**src/rtl/demo_burst_driver.sv**
```systemverilog
// Burst bus driver: issues N read or write transfers from an internal word buffer
// through a bus master's device-side port, with per-phase handshake timeout.
module demo_burst_driver #(
    parameter int ADDR_WIDTH     = 16,
    parameter int DATA_WIDTH     = 8,
    parameter int BUF_AW         = 5,
    parameter int RD_OFFSET      = 16,
    parameter int ADDR_STRIDE    = 1,
    parameter int TIMEOUT_CYCLES = 1023
) (
    input  logic                  clk,
    input  logic                  rst,
    input  logic                  start,
    input  logic                  mode,
    input  logic [ADDR_WIDTH-1:0] base_addr,
    input  logic [BUF_AW:0]       burst_len,
    input  logic                  host_we,
    input  logic [BUF_AW-1:0]     host_addr,
    input  logic [DATA_WIDTH-1:0] host_wdata,
    output logic [DATA_WIDTH-1:0] host_rdata,
    output logic [ADDR_WIDTH-1:0] m_addr,
    output logic [DATA_WIDTH-1:0] m_wdata,
    output logic                  m_rw_mode,
    output logic                  m_valid,
    input  logic [DATA_WIDTH-1:0] m_rdata,
    input  logic                  m_ready,
    output logic                  ready,
    output logic                  busy,
    output logic                  done,
    output logic                  error,
    output logic [BUF_AW:0]       xfer_cnt
);

    localparam int DEPTH = 2 ** BUF_AW;
    localparam int TW    = $clog2(TIMEOUT_CYCLES + 1);
    localparam logic [TW-1:0]         T_LAST = TW'(TIMEOUT_CYCLES - 1);
    localparam logic [BUF_AW-1:0]     RD_OFF = BUF_AW'(RD_OFFSET % DEPTH);
    localparam logic [ADDR_WIDTH-1:0] STRIDE = ADDR_WIDTH'(ADDR_STRIDE);

    localparam logic [2:0] S_IDLE  = 3'd0;
    localparam logic [2:0] S_LOAD  = 3'd1;
    localparam logic [2:0] S_REQ   = 3'd2;
    localparam logic [2:0] S_WAIT  = 3'd3;
    localparam logic [2:0] S_STORE = 3'd4;
    localparam logic [2:0] S_DONE  = 3'd5;

    logic [2:0]            state;
    logic                  start_prev;
    logic                  armed;
    logic                  mode_r;
    logic [ADDR_WIDTH-1:0] addr_acc;
    logic [BUF_AW:0]       len_r;
    logic [BUF_AW-1:0]     idx;
    logic [BUF_AW-1:0]     rd_idx;
    logic [TW-1:0]         phase_cnt;
    logic [BUF_AW:0]       cnt_next;
    logic                  launch;
    logic [DATA_WIDTH-1:0] mem [DEPTH];

    // armed blocks a launch until start has been seen high after reset, so a
    // button held low across reset release is not mistaken for a fresh press.
    assign launch   = (state == S_IDLE) && armed && start_prev && !start;
    assign cnt_next = xfer_cnt + {{BUF_AW{1'b0}}, 1'b1};
    assign rd_idx   = idx + RD_OFF;

    assign ready = (state == S_IDLE);
    assign busy  = (state != S_IDLE);
    assign done  = (state == S_DONE);

    // addr_acc steps by STRIDE per transfer, equal to base + idx*STRIDE mod 2**ADDR_WIDTH.
    always_ff @(posedge clk) begin
        if (rst) begin
            state      <= S_IDLE;
            start_prev <= 1'b1;
            armed      <= 1'b0;
            mode_r     <= 1'b0;
            addr_acc   <= '0;
            len_r      <= '0;
            idx        <= '0;
            phase_cnt  <= '0;
            m_addr     <= '0;
            m_wdata    <= '0;
            m_rw_mode  <= 1'b0;
            m_valid    <= 1'b0;
            error      <= 1'b0;
            xfer_cnt   <= '0;
        end else begin
            start_prev <= start;
            if (start) armed <= 1'b1;
            case (state)
                S_IDLE: begin
                    if (launch) begin
                        mode_r   <= mode;
                        addr_acc <= base_addr;
                        len_r    <= burst_len;
                        xfer_cnt <= '0;
                        error    <= 1'b0;
                        idx      <= '0;
                        state    <= (burst_len == '0) ? S_DONE : S_LOAD;
                    end
                end
                S_LOAD: begin
                    m_addr    <= addr_acc;
                    if (mode_r) m_wdata <= mem[idx];
                    m_rw_mode <= mode_r;
                    m_valid   <= 1'b1;
                    phase_cnt <= '0;
                    state     <= S_REQ;
                end
                S_REQ: begin
                    if (!m_ready) begin
                        m_valid   <= 1'b0;
                        phase_cnt <= '0;
                        state     <= S_WAIT;
                    end else if (phase_cnt == T_LAST) begin
                        error   <= 1'b1;
                        m_valid <= 1'b0;
                        state   <= S_DONE;
                    end else begin
                        phase_cnt <= phase_cnt + 1'b1;
                    end
                end
                S_WAIT: begin
                    if (m_ready) begin
                        state <= S_STORE;
                    end else if (phase_cnt == T_LAST) begin
                        error <= 1'b1;
                        state <= S_DONE;
                    end else begin
                        phase_cnt <= phase_cnt + 1'b1;
                    end
                end
                S_STORE: begin
                    xfer_cnt <= cnt_next;
                    idx      <= idx + 1'b1;
                    addr_acc <= addr_acc + STRIDE;
                    state    <= (cnt_next == len_r) ? S_DONE : S_LOAD;
                end
                S_DONE:  state <= S_IDLE;
                default: state <= S_IDLE;
            endcase
        end
    end

    always_ff @(posedge clk) begin
        if (!rst) begin
            if (state == S_IDLE && host_we)
                mem[host_addr] <= host_wdata;
            else if (state == S_STORE && !mode_r)
                mem[rd_idx] <= m_rdata;
        end
    end

    always_ff @(posedge clk) begin
        if (rst) host_rdata <= '0;
        else     host_rdata <= mem[host_addr];
    end

endmodule

```
**config.mk**
```make
export PLATFORM = sky130hd
export DESIGN_NAME = demo_burst_driver
export DESIGN_NICKNAME = d
export VERILOG_FILES = /design/src/rtl/demo_burst_driver.sv
export SDC_FILE = /design/constraint.sdc
export NUM_CORES = 1
export LEC_CHECK = 0
export CORE_AREA = 2 2 234 236
export CTS_BUF_LIST = sky130_fd_sc_hd__clkbuf_8
export DETAILED_ROUTE_END_ITERATION = 10
export DIE_AREA = 0 0 236 238
export PLACE_DENSITY = 0.51
export SYNTH_ARGS = -nofsm -noshare
export SYNTH_HDL_FRONTEND = slang
export SYNTH_SLANG_ARGS = --single-unit
export TNS_END_PERCENT = 20
```
**constraint.sdc**
```tcl
create_clock -name clk -period 2.7 [get_ports clk]
set_input_delay 0.405 -clock clk [delete_from_list [all_inputs] [get_ports clk]]
set_output_delay 0.405 -clock clk [all_outputs]
set_load 0.1 [all_outputs]
```
==> flow_metrics.tcl, run 1 <==
set metrics [dict create \
    post-cts-setup-buffer-count 0 \
    synthTopCellsByArea "edfxtp_1 (48%), mux4_2 (14%), dfxtp_1 (11%), mux2i_1 (5.0%), a21oi_1 (2.8%)" \
    cts_hold_buf 0 \
    rrSetupSlack_ps 150 \
    fill_cells 5094 \
    cts_buffers 58 \
    routed_wl_mm 48.4 \
    critPathCapture "mem[18][7]$_DFFE_PP_" \
    clock_latency_ps 660 \
    cts.htree.levels 2 \
    cts_resized 0 \
    hold_path_class "in -> reg" \
    worstSetupStartpointType "flop" \
    layout-drive-gt1-share 0.269 \
    slew-limit-headroom 0.305 \
    reg2regPathDepth 6 \
    multi_input_area_mm2 0.00628 \
    clock.fmax_ghz 0.392 \
    drc 0 \
    ant_nets 0 \
    period_minus_slack_ps 2550 \
    ir_drop_uv 291 \
    seq_area_mm2 0.00937 \
    grt_pass1_vias 11300 \
    final_core_util 0.364 \
    setup.worst_path.class "reg -> reg" \
    synthesis.area_mm2 0.0160 \
    portBuffers 92 \
    hold_viol 0 \
    start_util 0.298 \
    numClockSinks 340 \
    avgSynthCellArea_um2 13.7 \
    antenna_found_initial 2 \
    yosysWarnings 0 \
    place.gp.congestion 0.854 \
    wire_per_inst_um 23.4 \
    status "finished clean" \
    die_w_um 236 \
    firstDrtPassIters 5 \
    hold_ws_ps 101 \
    via_per_inst 5.32 \
    synth.top_cell.area_share 0.482 \
    die_h_um 238 \
    grt_pass1_wl_mm 72.4 \
    die_area_mm2 0.0562 \
    dp.final_hpwl_mm 33.7 \
    path_clk_slew_ps 60 \
    final_nets 1381 \
    p_leak_nw 6.30 \
    startpoint "state[2]$_SDFFE_PP0P_" \
    maxSlewViolCount 0 \
    area_growth_pct 21.9 \
    ys_types 61 \
    core_area_mm2 0.0535 \
    rr_endpoint "mem[18][7]$_DFFE_PP_" \
    cts_tree "built" \
    cts-root-buf "clkbuf_8" \
    crit_buf_inv 1 \
    cp.required_ps 3000 \
    path_depth 6 \
    worstPathArrival_ps 2850 \
    worst_pin_slew_ps 1040 \
    crit_path_max_incr_delay_ps 590 \
    crit_fanout 8 \
    async_reset_ff_frac 0 \
    cp-end-kind "flop" \
    synth_cells 1162 \
    synth-main-ff-cell "edfxtp_1" \
    antennaDiodeCount 0 \
    power.density_mw_per_mm2 588 \
    fin_total_pwr_mw 11.4 \
    clockBufferDepth 3 \
    critPathTopFamily "simple AND/OR/NAND/NOR gates" \
    synth_area_leader_cell "edfxtp_1" \
    core.rowCount 85 \
    num_vias 11000 \
    ioPinCount 93 \
    grtUsageTotal 0.172 \
    syn_nets 1216 \
    r2r_start "state[2]$_SDFFE_PP0P_" \
    fin_crit_sh 0.944 \
    first_iter_violations 950 \
    yosysSeqAreaShare 0.587 \
    path_cells "nor3_4 -> clkinvlp_4 -> or4b_4 -> nand2_4 -> a32oi_4 -> nor2_4" \
    synth-edff-count 256 \
    setup_viol 0 \
    grt_remaining_overflow 0 \
    rsz0062_at_grt "false" \
    finClkSkew_ps 46.7 \
    yosys_register_bits 340 \
    grt_max_degree 56 \
    crit_slowest_cell "or4b_4" \
    cap_violations 0 \
]
cell type report:
| cell class | count | share of cell area |
|---|---|---|
| sequential | 340 | 0.482 |
| inverter | 11 | 0.00232 |
| clock buffer | 68 | 0.0481 |
| timing repair buffer | 189 | 0.0860 |
| tap | 696 | 0.0448 |
| multi-input combinational | 727 | 0.323 |
| clock inverter | 39 | 0.0143 |
synthesized netlist by cell type (2+ instances only):
library cell / instances
nor3_1: 29
a31oi_1: 10
a211oi_1: 21
o21ai_0: 23
nor3b_1: 5
xor2_1: 9
a41oi_1: 2
buf_6: 2
and2_1: 6
nor4_1: 4
clkbuf_1: 46
ha_1: 5
a32oi_1: 10
o211ai_1: 9
or2_2: 3
nand2b_1: 6
nand3b_1: 2
o22ai_1: 2
nand4_1: 6
o21a_1: 2
buf_4: 9
a22o_1: 8
nand2_1: 88
xnor2_1: 9
mux4_2: 96
and3_1: 5
nand3_1: 20
inv_1: 11
edfxtp_1: 256
buf_2: 21
or4_1: 9
mux2_2: 9
mux2i_1: 80
or3_1: 5
nor2_1: 78
a21oi_1: 89
a22oi_1: 32
dfxtp_1: 84
nor2b_1: 22
buf_1: 6
nor4b_1: 2
a211o_1: 2
metal layers:
layer  up-vias  global-route usage  part of all wire
met5         -                   0           0.00041
met2       425               0.268              0.45
li1       4909                   -                 -
met1      5579               0.234              0.44
met3        86              0.0393             0.076
met4         4              0.0637             0.030
through the flow:
stage | area, um2 | setup TNS, ps | setup slack, ps | cells
global placement | 18200 | 0 | 115 | 1963
floorplan | 16100 | -163930 | -1140 | 1162
finish | 19500 | 0 | 151 | 2070
detailed placement | 18200 | 0 | 107 | 1963
CTS | 19500 | 0 | 131 | 2070
global route | 19500 | 0 | 65.6 | 2070
cell families after synthesis:
group,Yosys count,synth area share
DFF,340,0.587
and+or+nand+nor,301,0.0932
AOI/OAI and AO/OA,218,0.0869
muxes,185,0.192
buffers and inverters,95,0.0270
xor gates and xnor gates,18,0.00988
adders and majority gates,5,0.00392
where the power goes:
part           total (mW)  switching (mW)  internal (mW)
Sequential           5.71          0.0426           5.67
Combinational       0.868           0.551          0.317
Clock                4.86            2.18           2.68
cell usage in the layout (no fill, tap or decap), types with 10 or more instances in the layout:
master,count
edfxtp_1,256
o21ai_0,23
nand2_1,87
buf_4,131
nor2b_1,22
clkdlybuf4s50_1,44
nor3_1,29
a21oi_1,88
clkbuf_8,68
nor2_1,62
nand3_1,20
mux4_2,96
a22oi_1,32
dfxtp_1,82
a211oi_1,21
inv_1,23
a31oi_1,10
buf_12,12
mux2i_1,80
clkinv_1,10
registers in the layout, summed over array words and instances (netlist names):
name	cells
addr_acc	16
armed	1
error	1
host_rdata	8
idx	5
len_r	6
m_addr	16
m_rw_mode	1
m_valid	1
m_wdata	8
mem	256
mode_r	1
phase_cnt	10
start_prev	1
state	3
xfer_cnt	6
how the worst min path moves through the flow:
stage                              startpoint                        end  slack, ps  cells past startpoint
floorplan           phase_cnt[9]$_SDFFE_PP0P_  phase_cnt[9]$_SDFFE_PP0P_        440                      1
global placement      m_addr[13]$_SDFFE_PP0P_    m_addr[13]$_SDFFE_PP0P_        450                      2
detailed placement     m_addr[5]$_SDFFE_PP0P_     m_addr[5]$_SDFFE_PP0P_        450                      2
CTS                                       rst  phase_cnt[8]$_SDFFE_PP0P_         40                      2
global route                              rst  phase_cnt[8]$_SDFFE_PP0P_        100                      2
finish                                    rst  phase_cnt[8]$_SDFFE_PP0P_        100                      2
Power figures use the tool's default switching activity.
==> run 2: changes to the inputs <==
--- a/config.mk
+++ b/config.mk
@@ -7,9 +7,11 @@
 export LEC_CHECK = 0
 export CORE_AREA = 2 2 234 236
 export CTS_BUF_LIST = sky130_fd_sc_hd__clkbuf_8
+export CTS_CLUSTER_DIAMETER = 50
 export DETAILED_ROUTE_END_ITERATION = 10
 export DIE_AREA = 0 0 236 238
 export PLACE_DENSITY = 0.51
+export SLEW_MARGIN = 20
 export SYNTH_ARGS = -nofsm -noshare
 export SYNTH_HDL_FRONTEND = slang
 export SYNTH_SLANG_ARGS = --single-unit
==> run 2 against run 1 <==
- critical path depth rose by 1
- wire length fell by 0.23%
- fmax rose by 1.8%
- critical endpoint is now mem[16][7]$_DFFE_PP_
- largest cell class unchanged
- largest power group unchanged
==> flow_metrics.tcl, run 2 (synthesized netlist as in run 1, its figures left out) <==
set metrics [dict create \
    post-place-ws_ps 107 \
    worstSetupStartpointType "flop" \
    fin_area_mm2 0.0194 \
    status "finished clean" \
    layout-drive-gt1-share 0.265 \
    place_area_mm2 0.0182 \
    die_h_um 238 \
    fin_crit_sh 0.928 \
    routed_wl_mm 48.3 \
    antennaDiodeCount 0 \
    power.density_mw_per_mm2 575 \
    crit_fanout 8 \
    grt_pass1_vias 11300 \
    setup_viol 0 \
    worst_pin_slew_ps 1030 \
    fin_cells 2073 \
    clock.fmax_ghz 0.399 \
    core_area_mm2 0.0535 \
    fill_cells 5101 \
    antenna_found_initial 2 \
    maxSlewViolCount 0 \
    regMostFlops "mem" \
    wire_per_inst_um 23.3 \
    post-cts-setup-buffer-count 0 \
    cts_tree "built" \
    ir_drop_uv 295 \
    p_comb_frac 0.078 \
    grt_pass1_wl_mm 72.6 \
    place.gp.congestion 0.854 \
    cp-end-kind "flop" \
    hold_path_class "in -> reg" \
    path_clk_slew_ps 60 \
    area_growth_pct 21.4 \
    cts.htree.levels 2 \
    cts_buffers 59 \
    clockBufferDepth 3 \
    finClkSkew_ps 39.1 \
    grtUsageTotal 0.172 \
    grt_max_degree 56 \
    fin_total_pwr_mw 11.2 \
    numClockSinks 340 \
    hold_ws_ps 97.9 \
    first_iter_violations 880 \
    hold_viol 0 \
    power.internal_mw 8.38 \
    slew-limit-headroom 0.316 \
    die_area_mm2 0.0562 \
    p_sw_mw 2.77 \
    grt_remaining_overflow 0 \
    largest_reg_flops 256 \
    final_common_cell "edfxtp_1" \
    clockPowerShare 0.410 \
    cts_hold_buf 0 \
    cp.required_ps 2970 \
    dp.final_hpwl_mm 33.7 \
    die_w_um 236 \
    setup.worst_path.class "reg -> reg" \
    ioPinCount 93 \
    place_inst 1963 \
    ant_nets 0 \
    portBuffers 92 \
    p_leak_nw 6.27 \
    layout_common_cells "edfxtp_1 (256), buf_4 (131), mux4_2 (96), a21oi_1 (88), nand2_1 (87)" \
    num_vias 10900 \
    clock_latency_ps 660 \
    cap_violations 0 \
    via_per_inst 5.28 \
    switching_share 0.249 \
    cts-root-buf "clkbuf_8" \
    cts_resized 0 \
    largest_registers "mem x256, addr_acc x16, m_addr x16" \
    rsz0062_at_grt "false" \
    start_util 0.298 \
    worstPathArrival_ps 2780 \
    core.rowCount 85 \
    final_nets 1382 \
    seq_power_share 0.512 \
    fin_ws_ps 195 \
    period_minus_slack_ps 2500 \
    firstDrtPassIters 6 \
    drc 0 \
]
## run 2: cell count changes in the layout (fill, tap and decap cells not counted)
cell / previous run / this run
clkinv_4: 0 / 1
inv_1: 23 / 25
clkbuf_8: 68 / 61
bufinv_16: 4 / 3
clkinvlp_4: 3 / 2
clkinv_1: 10 / 15
clkinv_2: 9 / 13
## run 2: per-layer routing
metal	up-vias	track usage	share of wire
met2	416	0.269	0.46
met3	78	0.0414	0.076
met4	4	0.0652	0.030
met1	5532	0.232	0.44
met5	-	0	0.00041
li1	4914	-	-
## run 2: layout make-up
cell class	count	area [um2]	area share
Clock inverter	49	295	0.0152
Timing Repair Buffer	189	1670	0.0864
Clock buffer	61	840	0.0433
Tap cell	696	871	0.0449
Inverter	11	45.0	0.00232
Multi-Input combinational cell	727	6280	0.324
Sequential cell	340	9370	0.484
## run 2: power by group through the flow
stage	clock network [mW]	registers (mW)	logic (mW)
finish	4.57	5.71	0.867
global route	4.94	5.71	0.922
CTS	4.72	5.71	0.875
detailed placement	0	5.82	0.873
global placement	0	5.82	0.868
floorplan	0	5.91	0.414
## run 2: worst max-delay path: stages, from the launching register on
cell	delay [ps]
dfxtp_1	360
nor3_4	230
clkinvlp_4	120
or4b_4	590
nor2_1	160
a21oi_2	50
buf_4	210
nor2_2	400
## run 2: final timing paths
path	start	to	slack, ps	cells after the start
max	state[2]$_SDFFE_PP0P_	mem[16][7]$_DFFE_PP_	200	7
min	rst	phase_cnt[8]$_SDFFE_PP0P_	100	2
max reg2reg	state[2]$_SDFFE_PP0P_	mem[16][7]$_DFFE_PP_	200	7
min reg2reg	m_addr[5]$_SDFFE_PP0P_	m_addr[5]$_SDFFE_PP0P_	450	2
## run 2: stage by stage
stage	utilization	setup TNS, ps
2_1_floorplan	-	-163930
3_3_place_gp	0.341	0
3_5_place_dp	0.341	0
4_1_cts	0.362	0
5_1_grt	0.362	0
6_report	0.362	0
==> run 3: changes to the inputs <==
--- a/config.mk
+++ b/config.mk
@@ -5,12 +5,13 @@
 export SDC_FILE = /design/constraint.sdc
 export NUM_CORES = 1
 export LEC_CHECK = 0
-export CORE_AREA = 2 2 234 236
+export ABC_CLOCK_PERIOD_IN_PS = 2700
+export CORE_AREA = 2 2 182 184
 export CTS_BUF_LIST = sky130_fd_sc_hd__clkbuf_8
-export CTS_CLUSTER_DIAMETER = 50
+export CTS_CLUSTER_DIAMETER = 120
 export DETAILED_ROUTE_END_ITERATION = 10
-export DIE_AREA = 0 0 236 238
-export PLACE_DENSITY = 0.51
+export DIE_AREA = 0 0 184 186
+export PLACE_DENSITY = 0.73
 export SLEW_MARGIN = 20
 export SYNTH_ARGS = -nofsm -noshare
 export SYNTH_HDL_FRONTEND = slang
==> run 3 against run 2 <==
- design area is 3.4% lower
- critical endpoint is now mem[20][7]$_DFFE_PP_
- highest routed layer is now met4
- largest power group unchanged
- flip-flop and latch count stayed put
- utilization is 22 points higher
==> flow_metrics.tcl, run 3 (synthesized netlist as in run 1, its figures left out) <==
set metrics [dict create \
    wire_per_inst_um 24.7 \
    hold_ws_ps 243 \
    crit_slowest_cell "a21oi_2" \
    worstPathArrival_ps 2940 \
    numClockSinks 340 \
    die_area_mm2 0.0342 \
    layout-drive-gt1-share 0.249 \
    crit_fanout 27 \
    cp.required_ps 2950 \
    portBuffers 92 \
    ant_nets 0 \
    largest_reg_flops 256 \
    p_sw_mw 2.68 \
    ioPinCount 93 \
    clock_latency_ps 600 \
    final_nets 1349 \
    clockBufferDepth 3 \
    largest_registers "mem x256, addr_acc x16, m_addr x16" \
    cap_violations 0 \
    grt_pass1_wl_mm 64.8 \
    path_clk_slew_ps 70 \
    clockPowerShare 0.406 \
    area_growth_pct 17.3 \
    core.rowCount 66 \
    slew-limit-headroom 0.215 \
    fin_crit_sh 0.996 \
    fin_tns_setup_ps 0 \
    cp-end-kind "flop" \
    layout_common_cells "edfxtp_1 (256), buf_4 (104), mux4_2 (96), a21oi_1 (88), nand2_1 (87)" \
    cts.htree.levels 2 \
    p_comb_frac 0.075 \
    crit_buf_inv 1 \
    worst_pin_slew_ps 1170 \
    p_leak_nw 6.07 \
    fin_total_pwr_mw 11.0 \
    firstDrtPassIters 5 \
    finClkSkew_ps 33.5 \
    core_area_mm2 0.0322 \
    die_w_um 184 \
    place.gp.congestion 0.931 \
    path_cells "nor2_1 -> nor4b_4 -> buf_12 -> nor2b_1 -> a21oi_2 -> nor2_2" \
    period_minus_slack_ps 2690 \
    num_vias 11100 \
    reg2regPathDepth 6 \
    switching_share 0.244 \
    crit_path_max_incr_delay_ps 790 \
    cts-root-buf "clkbuf_8" \
    drc 0 \
    start_util 0.496 \
    antenna_found_initial 0 \
    dp.final_hpwl_mm 29.3 \
    maxSlewViolCount 0 \
    grt_max_degree 56 \
    final_common_cell "edfxtp_1" \
    hold_path_class "in -> reg" \
    ir_drop_uv 431 \
    cts_resized 0 \
    fin_ws_ps 11.1 \
    setup.worst_path.class "reg -> reg" \
    final_core_util 0.581 \
    routed_wl_mm 43.1 \
    grt_pass1_vias 10900 \
    post-cts-setup-buffer-count 0 \
    cts_tree "built" \
    first_iter_violations 1212 \
    hold_viol 0 \
    post-place-ws_ps 93.8 \
    antennaDiodeCount 0 \
    via_per_inst 6.37 \
    grtUsageTotal 0.254 \
    setup_viol 0 \
    grt_remaining_overflow 0 \
    worstSetupStartpointType "flop" \
    seq_power_share 0.519 \
    power.internal_mw 8.32 \
    critPathTopFamily "simple AND/OR/NAND/NOR gates" \
    power.density_mw_per_mm2 587 \
    cts_hold_buf 0 \
    die_h_um 186 \
    status "finished clean" \
    regMostFlops "mem" \
    path_depth 6 \
    clock.fmax_ghz 0.372 \
    cts_buffers 55 \
    hold_depth 3 \
    rsz0062_at_grt "true" \
]
## run 3: stage by stage
step | cells | cell area, um2
3_5_place_dp | 1646 | 17600
2_1_floorplan | 1162 | 16100
4_1_cts | 1748 | 18700
5_1_grt | 1748 | 18700
3_3_place_gp | 1646 | 17600
6_report | 1748 | 18700
## run 3: final cells by class
type,instances,area (um2)
clock buffers,57,785
inverters,11,45.0
flip-flops and latches,340,9370
well taps,408,510
fillers,2502,13500
repair buffers,160,1420
clock inverters,45,305
multi-input cells,727,6280
## run 3: power groups by stage
| stage | registers (mW) | logic [mW] | clock network, mW |
|---|---|---|---|
| floorplan | 5.91 | 0.414 | 0 |
| global placement | 5.82 | 0.812 | 0 |
| detailed placement | 5.82 | 0.820 | 0 |
| CTS | 5.71 | 0.821 | 4.52 |
| global route | 5.71 | 0.870 | 4.75 |
| finish | 5.71 | 0.825 | 4.46 |
## run 3: worst reg2reg max path: stages (launching register included)
cell     delay [ps]
dfxtp_1         580
nor2_1          190
nor4b_4         180
buf_12          170
nor2b_1         180
a21oi_2         790
nor2_2          260
## run 3: final timing paths
path / from / to / slack, ps
max: state[1]$_SDFFE_PP0P_ / mem[20][7]$_DFFE_PP_ / 10
min reg2reg: m_addr[6]$_SDFFE_PP0P_ / m_addr[6]$_SDFFE_PP0P_ / 450
max reg2reg: state[1]$_SDFFE_PP0P_ / mem[20][7]$_DFFE_PP_ / 10
min: rst / phase_cnt[8]$_SDFFE_PP0P_ / 240
## run 3: routing by layer
metal,global-route usage,share of wire,routed length (um),vias up
met1,0.339,0.40,17300,5538
met5,0,0,0,-
li1,-,-,-,4847
met3,0.0556,0.091,3940,111
met2,0.415,0.47,20400,642
met4,0.0867,0.034,1460,0
